## src/rtl/mux4_pkg.sv

```systemverilog
// Shared constants for the 4:1 mux select arbiter: FSM state codes and widths,
// plus the modular index helper used by the rotating-priority picker.
package mux4_pkg;

  localparam int SEL_W = 2;
  localparam int N_IN  = 4;

  localparam logic [1:0] IDLE    = 2'd0;
  localparam logic [1:0] GRANT   = 2'd1;
  localparam logic [1:0] RELEASE = 2'd2;

  // Index arithmetic wraps naturally at SEL_W bits, giving mod-N_IN rotation.
  function automatic logic [SEL_W-1:0] rot_idx(input logic [SEL_W-1:0] base,
                                               input logic [SEL_W-1:0] offset);
    return base + offset;
  endfunction

endpackage

```

## src/rtl/rr_pick4.sv

```systemverilog
// Combinational rotating-priority pick: searches last+1, last+2, ... (mod 4)
// and reports the first requesting index.
module rr_pick4
  import mux4_pkg::*;
(
  input  logic [N_IN-1:0]  req,
  input  logic [SEL_W-1:0] last,
  output logic             found,
  output logic [SEL_W-1:0] idx
);

  logic [SEL_W-1:0] cand_idx [N_IN];
  logic [N_IN-1:0]  cand_hit;

  // Candidate gi is the (gi+1)-th position after the pointer; the pointer itself comes last.
  for (genvar gi = 0; gi < N_IN; gi++) begin : g_cand
    assign cand_idx[gi] = rot_idx(last, SEL_W'(gi + 1));
    assign cand_hit[gi] = req[cand_idx[gi]];
  end

  always_comb begin
    found = 1'b0;
    idx   = '0;
    for (int k = N_IN - 1; k >= 0; k--) begin
      if (cand_hit[k]) begin
        found = 1'b1;
        idx   = cand_idx[k];
      end
    end
  end

endmodule

```

## src/rtl/mux4_sel_arb.sv

```systemverilog
// Round-robin select sequencer for a 4:1 mux: grants one requester at a time,
// bounds each grant by HOLD_MAX cycles and inserts one dead cycle between owners.
module mux4_sel_arb
  import mux4_pkg::*;
#(
  parameter int HOLD_MAX = 8
) (
  input  logic             clk,
  input  logic             rst,
  input  logic [N_IN-1:0]  req,
  input  logic             done,
  output logic [SEL_W-1:0] sel,
  output logic [N_IN-1:0]  grant,
  output logic             busy,
  output logic             timeout
);

  localparam int               CNT_W   = $clog2(HOLD_MAX + 1);
  localparam logic [CNT_W-1:0] CNT_MAX = CNT_W'(HOLD_MAX);

  logic [1:0]       state_q, state_d;
  logic [SEL_W-1:0] sel_q, sel_d;
  logic [N_IN-1:0]  grant_q, grant_d;
  logic             busy_q, busy_d;
  logic             timeout_q, timeout_d;
  logic [SEL_W-1:0] last_q, last_d;
  logic [CNT_W-1:0] cnt_q, cnt_d;

  logic             pick_found;
  logic [SEL_W-1:0] pick_idx;
  logic             owner_req;
  logic             exit_grant;

  rr_pick4 u_pick (
    .req   (req),
    .last  (last_q),
    .found (pick_found),
    .idx   (pick_idx)
  );

  assign owner_req  = req[sel_q];
  assign exit_grant = done || !owner_req || (cnt_q == CNT_MAX);

  always_comb begin
    state_d   = state_q;
    sel_d     = sel_q;
    grant_d   = grant_q;
    busy_d    = busy_q;
    timeout_d = 1'b0;
    last_d    = last_q;
    cnt_d     = cnt_q;
    case (state_q)
      IDLE, RELEASE: begin
        grant_d = '0;
        busy_d  = 1'b0;
        if (pick_found) begin
          state_d = GRANT;
          grant_d = N_IN'(1) << pick_idx;
          sel_d   = pick_idx;
          busy_d  = 1'b1;
          cnt_d   = CNT_W'(1);
        end else begin
          state_d = IDLE;
        end
      end
      GRANT: begin
        if (exit_grant) begin
          state_d   = RELEASE;
          grant_d   = '0;
          busy_d    = 1'b0;
          last_d    = sel_q;
          // Only a pure budget expiry counts as a timeout.
          timeout_d = !done && owner_req;
        end else if (cnt_q != {CNT_W{1'b1}}) begin
          cnt_d = cnt_q + CNT_W'(1);
        end
      end
      default: begin
        state_d = IDLE;
        grant_d = '0;
        busy_d  = 1'b0;
      end
    endcase
  end

  always_ff @(posedge clk) begin
    if (rst) begin
      state_q   <= IDLE;
      sel_q     <= '0;
      grant_q   <= '0;
      busy_q    <= 1'b0;
      timeout_q <= 1'b0;
      last_q    <= SEL_W'(N_IN - 1);
      cnt_q     <= '0;
    end else begin
      state_q   <= state_d;
      sel_q     <= sel_d;
      grant_q   <= grant_d;
      busy_q    <= busy_d;
      timeout_q <= timeout_d;
      last_q    <= last_d;
      cnt_q     <= cnt_d;
    end
  end

  assign sel     = sel_q;
  assign grant   = grant_q;
  assign busy    = busy_q;
  assign timeout = timeout_q;

endmodule

```

## config.mk

```make
export PLATFORM = sky130hd
export DESIGN_NAME = mux4_sel_arb
export DESIGN_NICKNAME = d
export VERILOG_FILES = /design/src/rtl/mux4_pkg.sv /design/src/rtl/rr_pick4.sv /design/src/rtl/mux4_sel_arb.sv
export SDC_FILE = /design/constraint.sdc
export NUM_CORES = 1
export LEC_CHECK = 0
export CORE_AREA = 8 8 57 59
export DETAILED_ROUTE_END_ITERATION = 8
export DIE_AREA = 0 0 65 67
export GPL_ROUTABILITY_DRIVEN = 0
export GPL_TIMING_DRIVEN = 0
export PLACE_DENSITY_LB_ADDON = 0.2
export SETUP_SLACK_MARGIN = 0.02
export SLEW_MARGIN = 20
export SYNTH_ARGS = -nofsm -noshare
export SYNTH_HDL_FRONTEND = slang
export SYNTH_HIERARCHICAL = 1
export SYNTH_SLANG_ARGS = --single-unit
```

## constraint.sdc

```tcl
create_clock -name clk -period 2.2 [get_ports clk]
set_input_delay 0.44 -clock clk [delete_from_list [all_inputs] [get_ports clk]]
set_output_delay 0.44 -clock clk [all_outputs]
set_load 0.02 [all_outputs]
```

* Yosys cells after proc, flatten, opt, wreduce, memory -nomap -nowiden *
Cells that the tools add are included.

cells by class
  add/subtract/negate cells = 4
  order comparisons = 5
  eq/ne operators = 8
  shift-type cells = 1
  mux-type cells = 31
  bitwise logic cells = 2
  reductions and logical operators = 12

operator list
  cell                                                  number
  two-way mux 4 bit                                     5
  case mux 4 bit (2 select lines)                       2
  < comparator 2 x 3 -> 1 bit (second input constant)   5
  two-way mux 1 bit                                     12
  binary-select mux 1 bit (select 2 bit)                5
  two-way mux 2 bit                                     5
  inequality test 2 bit (second input constant)         4
  adder 2 bit (second input constant)                   2
  adder 4 x 1 -> 4 bit (second input constant)          1
  equality test 4 bit (second input constant)           1
  inequality test 4 bit (second input constant)         1
  case mux 2 bit (2 select lines)                       1
  AND reduction 2 bit                                   2
  AND reduction 4 bit                                   1
  left shift 1 x 2 -> 4 bit (first input constant)      1
  OR reduction 3 bit                                    1
  adder 2 x 1 -> 2 bit (second input constant)          1
  equality test 2 x 1 -> 1 bit (second input constant)  1
  equality test 2 bit (second input constant)           1
  logical NOT 1 bit                                     2
  logical NOT 2 bit                                     1
  logical OR 1 bit                                      2
  NOT 1 bit                                             2
  case mux 1 bit (2 select lines)                       1
  other kinds (3)                                       3

storage, ports and cells
  register bits = 16
  input bits = 7
  output and inout port bits = 8
  word-level logic and storage cells = 70

* Longest topological paths before layout *
Gate-level depths: netlist of the first run.

  depth in word-level cells = 9
  mapped depth = 6
  gate-level depth less buffers = 6

* Modules after synthesis *
The synthesis of the first run kept the hierarchy.

by module, submodules not included
  module        instances  cells each  area an instance (um2)  sequential area each (um2)
  mux4_sel_arb  1          82          729.4                   300.3
  rr_pick4      1          14          91.3                    0.0

* Least setup slack after synthesis of the first run *
Ideal clock, no wire load.

  path type = flip-flop to flip-flop
  start = reg sel_q[0], in the netlist sel[0]
  end = reg cnt_q[0]
  setup time = 0.130 ns
  data arrival time = 1.449 ns
  required time = 2.070 ns
  setup slack = 0.621 ns
  stages on the path, launching flop included = 5
  buffers on the path = 0
  period minus slack after synthesis = 1.579 ns
  cells stage by stage = dfxtp_1 > mux2_2 > a22o_1 > a311oi_1 > a211oi_2

between the ends
  longest elaborated chain between the ends = 7

RTL lines
  element                                  RTL line             source
  start: declaration                       mux4_sel_arb.sv:22   logic [SEL_W-1:0] sel_q, sel_d;
  start signal: assignment                 mux4_sel_arb.sv:97   sel_q <= sel_d;
  binary-select mux 1 bit (select 2 bit)   mux4_sel_arb.sv:41   assign owner_req = req[sel_q];
  two-way mux 1 bit (implied by the code)  mux4_sel_arb.sv:41
  logical NOT 1 bit                        mux4_sel_arb.sv:42   assign exit_grant = done || !owner_req || (cnt_q == CNT_MAX);
  logical OR 1 bit (2 in series)           mux4_sel_arb.sv:42
  inequality test 2 bit (no line)          -
  AND reduction 4 bit (no line)            -
  end signal: assignment                   mux4_sel_arb.sv:102  cnt_q <= cnt_d;
  end: declaration                         mux4_sel_arb.sv:27   logic [CNT_W-1:0] cnt_q, cnt_d;

No other way between the ends. The select of a mux whose other input is x is not followed.
A chain may end at the register's enable or synchronous reset.

* Worst setup path in the final report of the first run *
  start = reg sel_q[0], in the netlist sel[0]
  end = out sel[0]

RTL lines
  element           RTL line            source
  end: declaration  mux4_sel_arb.sv:12  output logic [SEL_W-1:0] sel,

No word-level cell between the ends.

==> results.yml, run 1 <==
timing:
  hold_viol: 0
  rsz0062_at_grt: "false"
  setup_ws_ps: 382
  setup_viol: 0
  clock_skew_ps: 1.53
  fin_crit_ps: 1820
  drv_slew: 0
  tns_ps: 0
  max_freq_ghz: 0.550
  fin_crit_sh_pct: 82.6
  tightestPinTransition_ps: 346
  relSlewSlack_pct: 76.8
route:
  ant_nets: 0
  drt-initial-drc-count: 12
  viasPerCell: 5.20
  remaining_drc_errors: 0
  num_vias: 744
  drtPass1Iterations: 5
  drt_wl_total_microns: 1930
  wl_per_cell_microns: 13.5
critical_path:
  cp.depth: 1
  worst-setup-path-type: "reg2out"
  cp_max_fo: 5
  critical_path.startpoint_type: "flip-flop"
  cp_num_buf_inv: 1
  cp_data_required_time_ps: 1760
  critPathCaptureType: "primary output"
  cp_slowest_cell: "clkdlybuf4s50_1"
  crit_arrival_ps: 1380
  cp_slowest_stage_delay_ps: 650
  path_cells: "clkdlybuf4s50_1"
  critPathTopFamily: "buffers and inverters"
  reg2reg_depth: 4
job:
  drv_cap: 0
power_and_ir_drop:
  p_int_uw: 440
  p_clk_share_pct: 25.1
  p_comb_share_pct: 25.9
  power.leakage_nw: 0.406
  p_switching_uw: 202
  power_density_mw_per_mm2: 633
  netSwitchingFraction_pct: 31.5
  peakVddDrop_mv: 0.353
  seqPwrFrac_pct: 49.0
clock_tree:
  cts_setup_buffers: 0
  cts_root_buffer: "clkbuf_4"
  clockBufferDepth: 2
  cts_tree: "done"
  cts_buffers: 3
  cts_max_level: 1
  clk_latency_ps: 280
  cts_resized: 0
  cts.sinks: 15
  clk_pin_slew_ps: 90
  cts.hold.buffers_added: 0
logic_synthesis:
  synth_cells: 96
  syn-cell-area_sq_um: 821
  synth_fp_nets: 105
  async_flop_share_pct: 0
  synthDistinctLibCells: 34
  synth_edf_count: 0
  ys_seq_area_share_pct: 36.6
  ys.flop_type: "dfxtp_1"
  yosysWarnings: 6
  synth-seq-cells: 15
  syn_area_per_cell_sq_um: 8.55
grt:
  grt_max_degree: 9
  grt_pass1_vias: 723
  overflow: 0
  antenna_found_initial: 0
  track_usage_pct: 9.16
  grt_pass1_wl_microns: 3160
placed_design:
  pre_cts_ws_ps: 174
  place_inst: 139
  dpl.hpwl_microns: 1480
  io_buffers: 13
cells_and_area:
  syn2layout_area_growth_pct: 23.6
  mostFrequentLayoutCell: "dfxtp_1"
  n_fill_cell: 247
  layoutNonFillerInstCount: 143
  final_cell_mix: "dfxtp_1, nand2_1, clkdlybuf4s50_1"
  nets: 123
  drive_gt1_share_pct: 11.5
  diodes: 0
floorplanning:
  die-area_sq_mm: 0.00436
  num_rows: 18
  core_area_sq_mm: 0.00236
  io-pin-count: 15
  die_y_microns: 67
  die_w_microns: 65
  start_util_pct: 34.7
worst_hold_path:
  hp-class: "in2reg"
  holdPathStages: 2
status:
  outcome: "finished, final reports clean"
==> cells by family after synthesis <==
logic type / share of synthesized area, %
AOI/OAI and AO/OA: 22.9
adders and majority gates: 3.05
buffers and inverters: 4.27
DFF: 36.6
muxes: 5.64
and+or+nand+nor: 27.6
==> stage by stage <==
stage / cell area, sq um / hold slack (ps) / util [%] / power (mW)
floorplan: 821 / 476 / - / 0.427
global placement: 988 / 449 / 41.8 / 0.485
detailed placement: 988 / 452 / 41.8 / 0.488
CTS: 1010 / 420 / 42.9 / 0.654
global route: 1010 / 431 / 42.9 / 0.686
finish: 1010 / 430 / 42.9 / 0.643
==> registers in the layout, indices dropped and copies added (netlist names) <==
| name | flops |
|---|---|
| busy | 1 |
| cnt_q | 4 |
| grant | 4 |
| last_q | 2 |
| sel | 2 |
| state_q | 1 |
| timeout | 1 |
==> cells in the mapped netlist (all sizes together) (2+ instances only) <==
| library cell | instances | area share (%) |
|---|---|---|
| or2 | 2 | 1.5 |
| mux2i | 2 | 2.4 |
| mux2 | 2 | 3.2 |
| nand2 | 13 | 5.9 |
| nand2b | 5 | 3.8 |
| a21oi | 7 | 4.7 |
| and2b | 2 | 1.8 |
| a211oi | 2 | 2.4 |
| nor2 | 8 | 3.7 |
| a22o | 3 | 3.2 |
| nor3 | 3 | 2.4 |
| dfxtp | 15 | 37 |
| inv | 8 | 3.7 |
| nand3 | 5 | 3.0 |
| o211ai | 2 | 1.8 |
| ha | 2 | 3.0 |
| o221ai | 3 | 4.0 |
| nor2b | 2 | 1.5 |
==> worst paths after layout <==
check,slack [ps],startpoint,end
worst max-delay path,380,sel[0],sel[0]
worst min-delay path,430,rst,cnt_q[0]
worst max register to register,610,sel[0],cnt_q[0]
worst min register to register,480,grant[2],grant[2]
==> area by class of cell <==
type	instances	area, sq um	share of cell area [%]
well taps	30	37.5	3.70
flip-flops and latches	15	300	29.6
inverters	8	30.0	2.96
multi-input cells	72	485	47.8
clock buffers	4	26.3	2.59
repair buffers	13	130	12.8
plain buffers	1	5.00	0.493
==> per-layer routing <==
layer  vias up  wire (microns)  GRT usage, %
li1        375               -             -
met1       349             853          9.94
met2        18             942          15.9
met3         2             121          3.52
met4         0              12          3.27
met5         -               0             0
==> power groups by stage <==
stage	combinational [mW]	clock [mW]	sequential, mW
4_1_cts	0.168	0.171	0.315
6_report	0.166	0.161	0.315
2_1_floorplan	0.0971	0	0.330
3_5_place_dp	0.167	0	0.321
5_1_grt	0.184	0.184	0.319
3_3_place_gp	0.164	0	0.321
Power figures use the tool's default switching activity.
==> run 2, diff against run 1 <==
==> constraint.sdc (replaced) <==
create_clock -name clk -period 1.71 [get_ports clk]
set_input_delay 0.342 -clock clk [delete_from_list [all_inputs] [get_ports clk]]
set_output_delay 0.342 -clock clk [all_outputs]
set_load 0.02 [all_outputs]
==> results.yml, run 2 (synthesis results as in run 1) <==
placed_design:
  dpl.hpwl_microns: 1480
  io_buffers: 13
  placed_area_sq_um: 988
  place_inst: 139
floorplanning:
  start_util_pct: 34.7
  die_y_microns: 67
  die-area_sq_mm: 0.00436
  io-pin-count: 15
  core_area_sq_mm: 0.00236
  num_rows: 18
  die_w_microns: 65
critical_path:
  critical_path.startpoint_type: "input pin"
  path_cells: "clkdlybuf4s50_1 > mux2_4 > a22o_1 > and3_4 > a211oi_2"
  critPathCaptureType: "flip-flop"
  crit_arrival_ps: 1820
  cp_max_fo: 5
  cp_slowest_stage_delay_ps: 480
  timing.reg2reg.setup_slack_ps: 140
  cp_slowest_cell: "clkdlybuf4s50_1"
  critPathTopFamily: "compound AO/OA/AOI/OAI gates"
  worst-setup-path-type: "in2reg"
  cp_num_buf_inv: 1
  cp_data_required_time_ps: 1920
power_and_ir_drop:
  power_density_mw_per_mm2: 806
  power.leakage_nw: 0.439
  peakVddDrop_mv: 0.450
route:
  ant_nets: 0
  viasPerCell: 5.28
  drtPass1Iterations: 4
  drt_wl_total_microns: 1930
  wl_per_cell_microns: 13.5
  remaining_drc_errors: 0
  drt-initial-drc-count: 12
  num_vias: 755
timing:
  drv_slew: 0
  tightestPinTransition_ps: 342
  setup_viol: 0
  fin_crit_sh_pct: 94.0
  clock_skew_ps: 1.91
  tns_ps: 0
  max_freq_ghz: 0.622
  relSlewSlack_pct: 77.1
  hold_viol: 0
  rsz0062_at_grt: "false"
  fin_crit_ps: 1610
status:
  outcome: "finished, final reports clean"
clock_tree:
  clockBufferDepth: 2
  cts_max_level: 1
  clk_latency_ps: 280
  cts_tree: "done"
  cts_setup_buffers: 0
  cts_root_buffer: "clkbuf_4"
  clk_pin_slew_ps: 90
  cts_buffers: 3
  cts.sinks: 15
  cts.hold.buffers_added: 0
cells_and_area:
  mostFrequentLayoutCell: "dfxtp_1"
  diodes: 0
  drive_gt1_share_pct: 12.4
  final_cell_mix: "dfxtp_1, nand2_1, clkdlybuf4s50_1"
  nets: 123
  layoutNonFillerInstCount: 143
  fin_util_pct: 43.3
  syn2layout_area_growth_pct: 24.7
  fin_area_sq_mm: 0.00102
job:
  drv_cap: 0
grt:
  antenna_found_initial: 0
  grt_pass1_vias: 723
  grt_max_degree: 9
  track_usage_pct: 9.16
  grt_pass1_wl_microns: 3160
  overflow: 0
worst_hold_path:
  hp-class: "in2reg"
-- run 2: cell count changes in the layout (fill, tap and decap cells not counted) --
cell,change
a311oi_1,-1
a311oi_2,+1
clkdlybuf4s50_1,-4
dlygate4sd2_1,+2
dlymetal6s2s_1,+2
-- run 2: metrics by stage --
stage | power, mW | worst slack (ps) | hold slack [ps]
after CTS | 0.837 | 39.3 | 322
after floorplan | 0.550 | 131 | 476
final | 0.825 | 103 | 334
after global routing | 0.883 | 26.4 | 333
after detailed placement | 0.628 | -218 | 452
after global placement | 0.625 | -226 | 449
-- run 2: routing by layer --
layer / up-vias / wire length, microns / track usage [%] / share of wire (%)
met2: 12 / 959 / 15.9 / 50
met5: - / 0 / 0 / 0
met3: 4 / 94 / 3.52 / 4.9
met4: 0 / 17 / 3.27 / 0.88
li1: 375 / - / - / -
met1: 364 / 854 / 9.94 / 44
-- run 2: layout make-up --
cell class	count	area, sq um
multi-input combinational	72	492
inverter	8	30.0
tap	30	37.5
sequential	15	300
timing repair buffer	13	133
clock buffer	4	26.3
fill	251	1340
buffer	1	5.00
-- run 2: worst paths after layout --
| path | cells past startpoint | startpoint | endpoint |
|---|---|---|---|
| setup / recovery | 5 | req[3] | cnt_q[0] |
| hold / removal | 2 | rst | cnt_q[0] |
| setup reg to reg | 4 | sel[0] | grant[3] |
| hold reg to reg | 1 | grant[2] | grant[2] |
-- run 2: where the power goes --
part	internal (mW)	switching [mW]
clock	0.0905	0.116
combinational	0.0975	0.116
sequential	0.376	0.0294
total	0.564	0.261
-- run 2: repair_timing --
action,4_1_cts,5_1_grt
resized for setup,2,3
hold endpoints to repair,0,0
setup endpoints to repair,2,3
pin swaps,0,1
==> run 3, diff against run 2 <==
--- a/config.mk
+++ b/config.mk
@@ -5,9 +5,9 @@
 export SDC_FILE = /design/constraint.sdc
 export NUM_CORES = 1
 export LEC_CHECK = 0
-export CORE_AREA = 8 8 57 59
+export CORE_AREA = 8 8 54 56
 export DETAILED_ROUTE_END_ITERATION = 8
-export DIE_AREA = 0 0 65 67
+export DIE_AREA = 0 0 62 64
 export GPL_ROUTABILITY_DRIVEN = 0
 export GPL_TIMING_DRIVEN = 0
 export PLACE_DENSITY_LB_ADDON = 0.2
==> results.yml, run 3 (synthesis results as in run 1) <==
floorplanning:
  num_rows: 17
  die-area_sq_mm: 0.00397
  start_util_pct: 39.0
  core_area_sq_mm: 0.00211
  io-pin-count: 15
  die_w_microns: 62
  die_y_microns: 64
route:
  wl_per_cell_microns: 12.7
  viasPerCell: 5.15
  num_vias: 726
  remaining_drc_errors: 0
  drt-initial-drc-count: 18
  ant_nets: 0
  drtPass1Iterations: 4
  drt_wl_total_microns: 1790
placed_design:
  placed_area_sq_um: 986
  dpl.hpwl_microns: 1400
  io_buffers: 13
grt:
  grt_pass1_wl_microns: 3240
  grt_max_degree: 9
  track_usage_pct: 10.4
  antenna_found_initial: 0
  grt_pass1_vias: 764
  overflow: 0
job:
  drv_cap: 0
power_and_ir_drop:
  finalPower_uw: 820
  power.leakage_nw: 0.427
  power_density_mw_per_mm2: 805
  peakVddDrop_mv: 0.450
timing:
  max_freq_ghz: 0.613
  fin_crit_sh_pct: 95.4
  drv_slew: 0
  holdWs_ps: 319
  setup_viol: 0
  fin_crit_ps: 1630
  tightestPinTransition_ps: 346
  hold_viol: 0
  relSlewSlack_pct: 76.9
  rsz0062_at_grt: "true"
  clock_skew_ps: 0.642
  tns_ps: 0
cells_and_area:
  nets: 123
  syn2layout_area_growth_pct: 24.1
  n_fill_cell: 211
  drive_gt1_share_pct: 12.4
  multi_input_area_sq_um: 492
  diodes: 0
  mostFrequentLayoutCell: "dfxtp_1"
  final_cell_mix: "dfxtp_1, nand2_1, clkdlybuf4s50_1"
  final-seq-area_sq_um: 300
  fin_area_sq_mm: 0.00102
clock_tree:
  cts_buffers: 3
  cts_tree: "done"
  cts_max_level: 1
  clk_latency_ps: 280
  clk_pin_slew_ps: 90
  cts.sinks: 15
  cts.hold.buffers_added: 0
  cts_root_buffer: "clkbuf_4"
  clockBufferDepth: 2
critical_path:
  worst-setup-path-type: "in2reg"
  cp_slowest_cell: "clkdlybuf4s50_1"
  cp_max_fo: 6
  crit_arrival_ps: 1810
  cp_data_required_time_ps: 1880
  timing.reg2reg.setup_slack_ps: 140
  critPathTopFamily: "compound AO/OA/AOI/OAI gates"
  critical_path.startpoint_type: "input pin"
  cp_slowest_stage_delay_ps: 480
  cp_num_buf_inv: 1
  critPathCaptureType: "flip-flop"
  path_cells: "clkdlybuf4s50_1 > mux2_4 > a22oi_4 > nor3_2 > a2bb2o_1"
status:
  outcome: "finished, final reports clean"
worst_hold_path:
  hp-class: "in2reg"
## run 3: final cells by class
| class | count | area share [%] |
|---|---|---|
| clock buffers | 4 | 2.58 |
| well taps | 28 | 3.44 |
| multi-input cells | 72 | 48.3 |
| flip-flops and latches | 15 | 29.5 |
| inverters | 8 | 2.95 |
| plain buffers | 1 | 0.491 |
| repair buffers | 13 | 12.8 |
## run 3: per-stage QoR
stage	cells	worst slack (ps)	util, %
floorplan	96	131	-
global placement	137	-225	46.8
detailed placement	137	-237	46.8
CTS	141	40.7	48.0
global route	141	17.1	48.4
finish	141	78.9	48.4
## run 3: final timing paths
path / startpoint / to / cells after the start
setup / recovery: req[3] / grant[3] / 5
hold / removal: rst / cnt_q[0] / 2
setup reg to reg: sel[0] / grant[3] / 4
hold reg to reg: grant[2] / grant[2] / 1
## run 3: where the power goes
group | internal, mW | total (mW) | switching [mW]
clock | 0.0906 | 0.203 | 0.112
sequential | 0.376 | 0.404 | 0.0280
combinational | 0.0969 | 0.213 | 0.116
total | 0.563 | 0.820 | 0.256
## run 3: what timing repair did
action,CTS,global route
endpoints found under the setup margin,2,2
setup buffers,0,0
gates resized for setup,2,2
## run 3: worst reg2reg max path, stage by stage, from the launching register on
cell and delay, ps:
dfxtp_1 430, mux2_2 400, a22oi_4 230, nor3_2 120
a2bb2o_1 290
## run 3: metal layers
metal  share of wire, %  track usage, %  vias to the layer above  wire length [microns]
li1                   -               -                      376                      -
met4                1.7            5.41                        0                     31
met1                 47            12.1                      333                    841
met5                  0               0                        -                      0
met2                 46            16.8                       12                    831
met3                4.9            2.60                        5                     87
